<file path="config.mk">
export PLATFORM = sky130hd
export DESIGN_NAME = exec_unit_flat
export DESIGN_NICKNAME = d
export VERILOG_FILES = /design/src/rtl/exec_unit_if.sv /design/src/rtl/exec_unit.sv /design/src/flat_wrapper.sv
export SDC_FILE = /design/constraint.sdc
export NUM_CORES = 1
export LEC_CHECK = 0
export CAP_MARGIN = 20
export CORE_UTILIZATION = 55
export CTS_BUF_LIST = sky130_fd_sc_hd__clkbuf_2 sky130_fd_sc_hd__clkbuf_4 sky130_fd_sc_hd__clkbuf_8
export CTS_CLUSTER_SIZE = 30
export DETAILED_ROUTE_END_ITERATION = 8
export GPL_TIMING_DRIVEN = 0
export PLACE_DENSITY = 0.89
export SYNTH_ARGS = -nofsm -noshare
export SYNTH_HDL_FRONTEND = slang
export SYNTH_SLANG_ARGS = --single-unit
</file>
<file path="constraint.sdc">
create_clock -name clk -period 0.9 [get_ports clk]
set_clock_uncertainty 0.05 [all_clocks]
set_input_delay 0.09 -clock clk [delete_from_list [all_inputs] [get_ports clk]]
set_output_delay 0.09 -clock clk [all_outputs]
set_load 0.02 [all_outputs]
</file>
<file path="src/rtl/exec_unit_if.sv">
// rtl/exec_unit_if.sv - issue and register-file write-back bundle for exec_unit
interface exec_unit_if #(
  parameter int DATA_W     = 8,
  parameter int REG_ADDR_W = 2
);
  logic                  in_valid;
  logic                  in_ready;
  logic [2:0]            op;
  logic [DATA_W-1:0]     src_a;
  logic [DATA_W-1:0]     src_b;
  logic [REG_ADDR_W-1:0] dst_reg;
  logic                  wr_en;
  logic [REG_ADDR_W-1:0] wr_reg;
  logic [DATA_W-1:0]     wr_value;
  logic                  busy;
  logic                  flag_c;
  logic                  flag_z;

  modport master (
    output in_valid, op, src_a, src_b, dst_reg,
    input  in_ready, wr_en, wr_reg, wr_value, busy, flag_c, flag_z
  );

  modport slave (
    input  in_valid, op, src_a, src_b, dst_reg,
    output in_ready, wr_en, wr_reg, wr_value, busy, flag_c, flag_z
  );
endinterface

</file>
<file path="src/rtl/exec_unit.sv">
// rtl/exec_unit.sv - execute/writeback stage: single-cycle ALU plus iterative shift-add multiply
// The multiplier (MUL/MULH, states MUL/WB) is built only when EXEC_UNIT_MUL_EN is defined.
module exec_unit #(
  parameter int DATA_W     = 8,
  parameter int REG_ADDR_W = 2
) (
  input  logic       clk,
  input  logic       reset,
  exec_unit_if.slave bus
);
  localparam logic [2:0] OP_ADD = 3'b000;
  localparam logic [2:0] OP_SUB = 3'b001;
  localparam logic [2:0] OP_AND = 3'b010;
  localparam logic [2:0] OP_XOR = 3'b011;
  localparam logic [2:0] OP_SHL = 3'b100;
  localparam logic [2:0] OP_SHR = 3'b101;

  logic                  wr_en_q;
  logic [REG_ADDR_W-1:0] wr_reg_q;
  logic [DATA_W-1:0]     wr_value_q;
  logic                  flag_c_q;
  logic                  flag_z_q;
  logic                  ready;
  logic                  busy_w;
  logic                  accept;
  logic                  single_accept;
  logic [DATA_W-1:0]     alu_value;
  logic                  alu_c;

  assign accept = bus.in_valid && ready;

  // Shifts are done one bit wider so the last bit shifted out lands in the carry slot.
  always_comb begin
    alu_value = '0;
    alu_c     = 1'b0;
    case (bus.op)
      OP_ADD: {alu_c, alu_value} = {1'b0, bus.src_a} + {1'b0, bus.src_b};
      OP_SUB: begin
        alu_value = bus.src_a - bus.src_b;
        alu_c     = (bus.src_a < bus.src_b);
      end
      OP_AND: alu_value = bus.src_a & bus.src_b;
      OP_XOR: alu_value = bus.src_a ^ bus.src_b;
      OP_SHL: {alu_c, alu_value} = {1'b0, bus.src_a} << bus.src_b[2:0];
      OP_SHR: {alu_value, alu_c} = {bus.src_a, 1'b0} >> bus.src_b[2:0];
      default: ;
    endcase
  end

`ifdef EXEC_UNIT_MUL_EN
  localparam int CNT_W = $clog2(DATA_W) + 1;

  typedef enum logic [1:0] {IDLE, MUL, WB} state_t;

  state_t                state_q;
  state_t                state_d;
  logic [2*DATA_W-1:0]   acc_q;
  logic [2*DATA_W-1:0]   mcand_q;
  logic [2*DATA_W-1:0]   acc_next;
  logic [DATA_W-1:0]     mplier_q;
  logic [DATA_W-1:0]     mul_value;
  logic [CNT_W-1:0]      cnt_q;
  logic                  high_q;
  logic [REG_ADDR_W-1:0] dst_q;
  logic                  is_mul;
  logic                  last_step;

  assign is_mul        = (bus.op[2:1] == 2'b11);
  assign single_accept = accept && !is_mul;
  assign last_step     = (cnt_q == CNT_W'(DATA_W - 1));
  assign acc_next      = acc_q + (mplier_q[0] ? mcand_q : '0);
  assign mul_value     = high_q ? acc_next[2*DATA_W-1:DATA_W] : acc_next[DATA_W-1:0];

  always_ff @(posedge clk or posedge reset) begin
    if (reset) state_q <= IDLE;
    else       state_q <= state_d;
  end

  always_comb begin
    state_d = state_q;
    ready   = 1'b0;
    busy_w  = 1'b0;
    case (state_q)
      IDLE: begin
        ready = 1'b1;
        if (bus.in_valid && is_mul) state_d = MUL;
      end
      MUL: begin
        busy_w = 1'b1;
        if (last_step) state_d = WB;
      end
      WB: begin
        busy_w  = 1'b1;
        state_d = IDLE;
      end
      default: state_d = IDLE;
    endcase
  end

  // Multiplicand walks left while the multiplier walks right, one partial product per cycle.
  always_ff @(posedge clk or posedge reset) begin
    if (reset) begin
      acc_q    <= '0;
      mcand_q  <= '0;
      mplier_q <= '0;
      cnt_q    <= '0;
      high_q   <= 1'b0;
      dst_q    <= '0;
    end else if (accept && is_mul) begin
      acc_q    <= '0;
      mcand_q  <= {{DATA_W{1'b0}}, bus.src_a};
      mplier_q <= bus.src_b;
      cnt_q    <= '0;
      high_q   <= bus.op[0];
      dst_q    <= bus.dst_reg;
    end else if (state_q == MUL) begin
      acc_q    <= acc_next;
      mcand_q  <= mcand_q << 1;
      mplier_q <= mplier_q >> 1;
      cnt_q    <= cnt_q + 1'b1;
    end
  end
`else
  assign ready         = 1'b1;
  assign busy_w        = 1'b0;
  assign single_accept = accept;
`endif

  always_ff @(posedge clk or posedge reset) begin
    if (reset) begin
      wr_en_q    <= 1'b0;
      wr_reg_q   <= '0;
      wr_value_q <= '0;
      flag_c_q   <= 1'b0;
      flag_z_q   <= 1'b0;
    end else begin
      wr_en_q <= 1'b0;
      if (single_accept) begin
        wr_en_q    <= 1'b1;
        wr_reg_q   <= bus.dst_reg;
        wr_value_q <= alu_value;
        flag_c_q   <= alu_c;
        flag_z_q   <= (alu_value == '0);
      end
`ifdef EXEC_UNIT_MUL_EN
      // Final step writes straight from the adder so WB carries the finished product.
      if (state_q == MUL && last_step) begin
        wr_en_q    <= 1'b1;
        wr_reg_q   <= dst_q;
        wr_value_q <= mul_value;
        flag_c_q   <= |acc_next[2*DATA_W-1:DATA_W];
        flag_z_q   <= (mul_value == '0);
      end
`endif
    end
  end

  assign bus.in_ready = ready;
  assign bus.busy     = busy_w;
  assign bus.wr_en    = wr_en_q;
  assign bus.wr_reg   = wr_reg_q;
  assign bus.wr_value = wr_value_q;
  assign bus.flag_c   = flag_c_q;
  assign bus.flag_z   = flag_z_q;
endmodule

</file>
<file path="src/flat_wrapper.sv">
// flat-port wrapper written by rule: the top's interface ports become plain ports
module exec_unit_flat 
#(
  parameter int DATA_W     = 8,
  parameter int REG_ADDR_W = 2
)
  (clk, reset, bus_in_valid, bus_op, bus_src_a, bus_src_b, bus_dst_reg, bus_in_ready, bus_wr_en, bus_wr_reg, bus_wr_value, bus_busy, bus_flag_c, bus_flag_z);
  exec_unit_if #(.DATA_W(DATA_W), .REG_ADDR_W(REG_ADDR_W)) bus_i ();
  input  logic clk;
  input  logic reset;
  input wire logic [$bits(bus_i.in_valid)-1:0] bus_in_valid;
  input wire logic [$bits(bus_i.op)-1:0] bus_op;
  input wire logic [$bits(bus_i.src_a)-1:0] bus_src_a;
  input wire logic [$bits(bus_i.src_b)-1:0] bus_src_b;
  input wire logic [$bits(bus_i.dst_reg)-1:0] bus_dst_reg;
  output wire logic [$bits(bus_i.in_ready)-1:0] bus_in_ready;
  output wire logic [$bits(bus_i.wr_en)-1:0] bus_wr_en;
  output wire logic [$bits(bus_i.wr_reg)-1:0] bus_wr_reg;
  output wire logic [$bits(bus_i.wr_value)-1:0] bus_wr_value;
  output wire logic [$bits(bus_i.busy)-1:0] bus_busy;
  output wire logic [$bits(bus_i.flag_c)-1:0] bus_flag_c;
  output wire logic [$bits(bus_i.flag_z)-1:0] bus_flag_z;
  assign bus_i.in_valid = bus_in_valid;
  assign bus_i.op = bus_op;
  assign bus_i.src_a = bus_src_a;
  assign bus_i.src_b = bus_src_b;
  assign bus_i.dst_reg = bus_dst_reg;
  assign bus_in_ready = bus_i.in_ready;
  assign bus_wr_en = bus_i.wr_en;
  assign bus_wr_reg = bus_i.wr_reg;
  assign bus_wr_value = bus_i.wr_value;
  assign bus_busy = bus_i.busy;
  assign bus_flag_c = bus_i.flag_c;
  assign bus_flag_z = bus_i.flag_z;
  exec_unit #(.DATA_W(DATA_W), .REG_ADDR_W(REG_ADDR_W)) u_core (.clk(clk), .reset(reset), .bus(bus_i));
endmodule
</file>
* Word level (Yosys, flattened, before mapping) *
Index checks and enable logic that the tools add are counted.

storage, ports and cells
  register bits after elaboration = 13
  input port bits = 24
  output and inout port bits = 15
  logic and storage cells = 22

cells by class
  $add $sub $neg = 2
  order comparisons = 1
  equality and inequality tests = 5
  shift-type cells = 2
  multiplexer cells = 3
  bitwise logic cells = 2
  reduce and logical (&&, ||, !) cells = 2

operators by type and width
  operator                                             number
  one-hot mux 8 bit (6 select lines)                   1
  adder 8 x 8 -> 9 bit                                 1
  left shift 8 x 3 -> 9 bit                            1
  >> shifter 9 x 3 -> 9 bit                            1
  bitwise AND 8 bit                                    1
  logical NOT 8 bit                                    1
  less-than comparator 8 bit                           1
  subtractor 8 bit                                     1
  XOR 8 bit                                            1
  equality test 3 x 2 -> 1 bit, second input constant  2
  equality test 3 bit, second input constant           2
  one-hot mux 1 bit (4 select lines)                   1
  equality test 3 x 1 -> 1 bit, second input constant  1
  logical NOT 3 bit                                    1
  2-to-1 mux 1 bit                                     1

* Logic depth before layout (Yosys ltp) *
Gate-level depths: netlist of the first run.

  depth in word-level cells = 3
  mapped depth = 11
  depth with buffers taken out = 11

* Worst setup path after synthesis of the first run *
No wires, ideal clock.

  path type = input-to-reg
  start point = in bus_src_b[1]
  end point = reg u_core.wr_value_q[7], in the netlist u_core.bus.wr_value[7]
  setup time = 0.125 ns
  arrival time = 1.900 ns
  data required time = 0.725 ns
  slack = -1.175 ns
  stages = 10
  path buffers = 1
  path through = buf_6 -> inv_1 -> ha_1 -> nand2b_1 -> a211o_1 -> a2111oi_2 -> a211oi_2 -> xor2_1 -> o211ai_2 -> mux2_2

between the ends
  word-level cells in the longest chain between the ends = 2
  elaborated cells between the ends (all ways) = 5
  those cells by class = 2 x add/sub; 2 x shift; 1 x mux

RTL lines
  item                                      line                text
  from (decl)                               flat_wrapper.sv:14  input wire logic [$bits(bus_i.src_b)-1:0] bus_src_b;
  subtractor 8 bit (tied with other cells)  exec_unit.sv:39     alu_value = bus.src_a - bus.src_b;
  one-hot mux 8 bit (6 select lines) *      exec_unit.sv:36     case (bus.op)
  to (signal assigned)                      exec_unit.sv:141    wr_value_q <= alu_value;
  to (decl)                                 exec_unit.sv:20     logic [DATA_W-1:0] wr_value_q;

Every way passes the cells marked *; elsewhere a longest branch is shown, timed or not.
A chain may end at the register's enable or synchronous reset.

* Final worst setup path of the first run *
  start point = in bus_src_a[4]
  end point = reg u_core.flag_z_q, in the netlist u_core.bus.flag_z

between the ends
  word-level cells in the longest chain between the ends = 3
  elaborated cells between the ends (all ways) = 8
  those cells by class = 2 x add/sub; 2 x shift; 1 x mux; 2 x bitwise; 1 x reduce/logical

RTL lines
  item                                      line                text
  from (decl)                               flat_wrapper.sv:13  input wire logic [$bits(bus_i.src_a)-1:0] bus_src_a;
  subtractor 8 bit (tied with other cells)  exec_unit.sv:39
  one-hot mux 8 bit (6 select lines) *      exec_unit.sv:36
  logical NOT 8 bit *                       exec_unit.sv:143    flag_z_q <= (alu_value == '0);
  to (signal assigned)                      exec_unit.sv:143
  to (decl)                                 exec_unit.sv:22     logic flag_z_q;

Marked as above.

==> results of run 1 <==
==> routing by layer <==
layer	vias to the layer above	wire length, µm	track usage, %
met3	109	904	4.01
met2	257	3810	60.3
met1	1195	2790	42.1
li1	1068	-	-
met5	-	0	0
met4	0	672	14.5
==> worst reg2reg max path: stages, from the launching register on <==
cell	delay, ps
sky130_fd_sc_hd__dfrtp_1	400
sky130_fd_sc_hd__buf_4	140
sky130_fd_sc_hd__nor2_1	170
sky130_fd_sc_hd__a21oi_1	70
==> kinds of logic after synthesis <==
group / count (synthesis) / synth area share, %
buffers and inverters: 34 / 8.24
AOI/OAI and AO/OA: 71 / 23.8
other: 2 / 0.366
xor gates and xnor gates: 5 / 2.14
DFF: 13 / 15.9
adders and majority gates: 20 / 12.9
and+or+nand+nor: 85 / 21.9
muxes: 27 / 14.7
==> layout by cell type, fill, tap and decap left out, drive strengths merged, types with 4 or more instances in the layout <==
cell and count:
buf 64, nor2 29, clkbuf 8, a221oi 4, nor3 9, a21oi 19
inv 13, clkdlybuf4s50 6, nand2b 6, ha 18, o21ai 17, nor2b 8
mux2 5, dfrtp 13, mux2i 20, nand2 13, a211oi 7
==> worst max path at each step <==
stage	slack (ps)	end	depth (start not counted)	from
after CTS	-1060	u_core.bus.wr_value[7]$_DFFE_PP0P_	11	bus_src_b[1]
after global routing	-1310	u_core.bus.flag_z$_DFFE_PP0P_	8	bus_src_a[4]
final	-1200	u_core.bus.flag_z$_DFFE_PP0P_	8	bus_src_a[4]
after floorplan	-1030	u_core.bus.wr_value[7]$_DFFE_PP0P_	10	bus_src_b[1]
after global placement	-1960	u_core.bus.wr_value[7]$_DFFE_PP0P_	11	bus_src_b[1]
after detailed placement	-1970	u_core.bus.wr_value[7]$_DFFE_PP0P_	11	bus_src_b[1]
==> stage by stage <==
stage | cells | power [mW] | TNS, ps
4_1_cts | 355 | 2.94 | -8170
6_report | 369 | 3.24 | -9440
3_3_place_gp | 337 | 2.15 | -19640
3_5_place_dp | 337 | 2.18 | -19940
5_1_grt | 369 | 3.36 | -10190
2_1_floorplan | 257 | 1.68 | -7090
==> repair_timing <==
action | in CTS | in global routing
endpoints found under the setup margin | 25 | 25
setup buffers | 17 | 14
gates resized for setup | 164 | 39
hold endpoints to repair | 0 | 1
pin swaps | 31 | 17
hold buffers | 0 | 1
==> where the power goes <==
group / internal [mW] / total (mW) / switching, mW
Sequential: 0.660 / 0.720 / 0.0603
Clock: 0.344 / 0.561 / 0.217
Combinational: 0.928 / 1.96 / 1.03
==> final cells by class <==
type / count / area (µm²)
Multi-Input combinational cell: 210 / 1870
Fill cell: 155 / 308
Sequential cell: 13 / 325
Buffer: 16 / 133
Inverter: 15 / 91.3
Tap cell: 46 / 57.6
Timing Repair Buffer: 65 / 609
Clock buffer: 4 / 48.8
==> Yosys cell counts, types with 3 or more instances <==
cell	n	area share, %
sky130_fd_sc_hd__a211oi_1	6	2.2
sky130_fd_sc_hd__a21oi_1	19	4.6
sky130_fd_sc_hd__a221oi_1	3	1.3
sky130_fd_sc_hd__a31oi_1	3	0.92
sky130_fd_sc_hd__buf_2	8	2.0
sky130_fd_sc_hd__buf_4	4	1.5
sky130_fd_sc_hd__clkbuf_1	5	0.92
sky130_fd_sc_hd__dfrtp_1	13	16
sky130_fd_sc_hd__ha_1	18	11
sky130_fd_sc_hd__inv_1	13	2.4
sky130_fd_sc_hd__mux2_2	5	2.7
sky130_fd_sc_hd__mux2i_1	20	9.8
sky130_fd_sc_hd__nand2_1	13	2.4
sky130_fd_sc_hd__nand2b_1	6	1.8
sky130_fd_sc_hd__nor2_1	29	5.3
sky130_fd_sc_hd__nor2b_1	8	2.4
sky130_fd_sc_hd__nor3_1	9	2.2
sky130_fd_sc_hd__nor4b_1	3	1.3
sky130_fd_sc_hd__o21ai_0	15	3.7
sky130_fd_sc_hd__o31ai_1	3	1.1
sky130_fd_sc_hd__xnor2_1	3	1.3
==> impl.org, run 1 <==
** Status
- The run finished, with violations left.
- The checks that failed: setup timing.

** Cells and area
- Layout overhead on the synthesized area :: 52.9%
- The register with the most flip-flops in the layout has 8 of them.
- Once layout is done, the placed cells without fillers occupy 0.00313 mm².
- Post-layout util :: 91.1%
- Antenna Cells :: 0
- Final nets :: 368
- Fraction of final layout cells with drive strength greater than 1 :: 43.3%

** Critical path
- Together, buffers and inverters on the worst path number 1.
- Reg-to-reg critical path endpoint :: u_core.bus.wr_value[6]$_DFFE_PP0P_
- STA classifies the critical path startpoint as an input pin.
- CP top delay family :: multiplexers
- CP arrival :: 2210 ps
- Critical path's slowest cell :: sky130_fd_sc_hd__mux2i_1
- CP Class :: in -> reg
- Kind of end point of the critical path :: flip-flop
- For this run, the slowest stage of the critical path takes 450 ps.
- In this run the critical register-to-register path is launched from u_core.bus.wr_value[6]$_DFFE_PP0P_.
- Of all nets on the critical path, the largest fanout is 6.
- For the worst setup path, the data required time is 1010 ps.
- Cell Chain, Critical Path :: clkdlybuf4s15_1 > mux2i_1 > mux2i_1 > mux2_2 > a221oi_2 > and3_1 > nand4_1 > o32ai_2
- The setup check on the worst reg-to-reg path leaves a slack of -60 ps.
- Counting cells, the worst reg-to-reg path comes to 3.
- Among the stages of the critical path, the cell type that occurs most often is sky130_fd_sc_hd__mux2i_1.

** Global route
- Leftover overflow at the end of global routing :: 0
- Vias in the first global route :: 2247
- The first global-routing pass estimated 10.7 mm of wire.
- The initial antenna violation count was 0.
- Global routing used 34.5% of the available tracks across all layers.
- Entering global routing, the biggest net connects 14 pins.

** Synth
- Proportion of synthesized chip area in sequential cells :: 15.9%
- Post-synthesis instance area :: 0.00205 mm²
- In this run the mean area of a mapped cell was 7.97 µm².
- Synthesis instantiated 57 different standard cells from the library.
- After synthesis the netlist holds a flip-flop and latch count of 13.
- Among all flip-flop cells after synthesis, the most frequent one is sky130_fd_sc_hd__dfrtp_1.
- Number of enable flip-flop cells after synthesis :: 0
- Of all flip-flops after synthesis, the portion carrying an async set or reset was 100%.
- Post-Syn Nets :: 301
- During synthesis, Yosys emitted a total of 0 warnings.
- Synth Instances :: 257

** Drt
- Routed WL per cell :: 22.2 µm
- In the routed design, unresolved DRC markers number 0.
- The detailed router placed 2629 vias in this run.
- In the routed layout, each cell is associated on average with a via count of 7.12.
- After the first detailed-routing iteration, the DRC count stood at 302.
- DRT Wirelength :: 8.18 mm
- Initial DRT Pass Iterations :: 5
- Once detail routing completed, the nets flagged for antenna violations numbered 0.

** Placed design
- Gpl congestion :: 0.989
- Placed cell area :: 0.00262 mm²
- Prior to clock tree synthesis, the placed netlist has a worst setup slack of -1970 ps.
- Number of buffers added on ports :: 34
- Post-DP HPWL :: 4.48 mm

** Min path
- The min-delay analysis places its worst path in the category in -> async.

** STA
- Achievable clock frequency :: 476 MHz
- Relative slew slack :: 51.9%
- Setup repair after global routing could not meet its margin everywhere.
- Setup violations remaining at the end of the flow were counted as 23.
- Slew @ Worst Pin :: 720 ps
- Crit share post-route :: 234%
- Subtracting the final worst setup slack from the clock period gives 2100 ps.
- The count of final max-slew check failures was 0.
- Number of hold violations in the final report :: 0
- Smallest hold slack :: 137 ps
- In the post-route analysis, the smallest setup slack over all paths is -1200 ps.

** Clock tree
- Clock latency on the worst-skew pair :: 250 ps
- After clock tree synthesis, the clock-pin slew on the worst setup and hold paths is 50 ps.
- The clock passes through at most 2 buffers.
- The tree is rooted in a sky130_fd_sc_hd__clkbuf_8.
- In this run the number of H-tree levels came out at 1.
- Inserted Clock Buffers :: 3
- TritonCTS built the clock tree.
- Total clock sinks :: 13

** Floorplanning
- The die covers 0.00397 mm².
- The die is 63.0 µm wide.
- Initial core utilization :: 59.5%
- Die boundary height :: 63.0 µm
- Floorplan Core Area :: 0.00344 mm²
- The floorplan has 21 rows.
- Number of placed I/O pins :: 39

** Pwr
- Power per cell area :: 1030 mW/mm²
- The worst-case IR drop observed on VDD is 459 µV.
- Leakage dissipation :: 1.35 nW

** Run
- The tool flagged a number of max-cap violations equal to 0.
Note: power is estimated with default switching activity, not from simulation.
==> run 2: changes to the inputs <==
Settings changed: CTS_CLUSTER_SIZE 30 to unset.
==> results of run 2 <==
No change in the layout: final DEF, timing and power equal those of run 1.
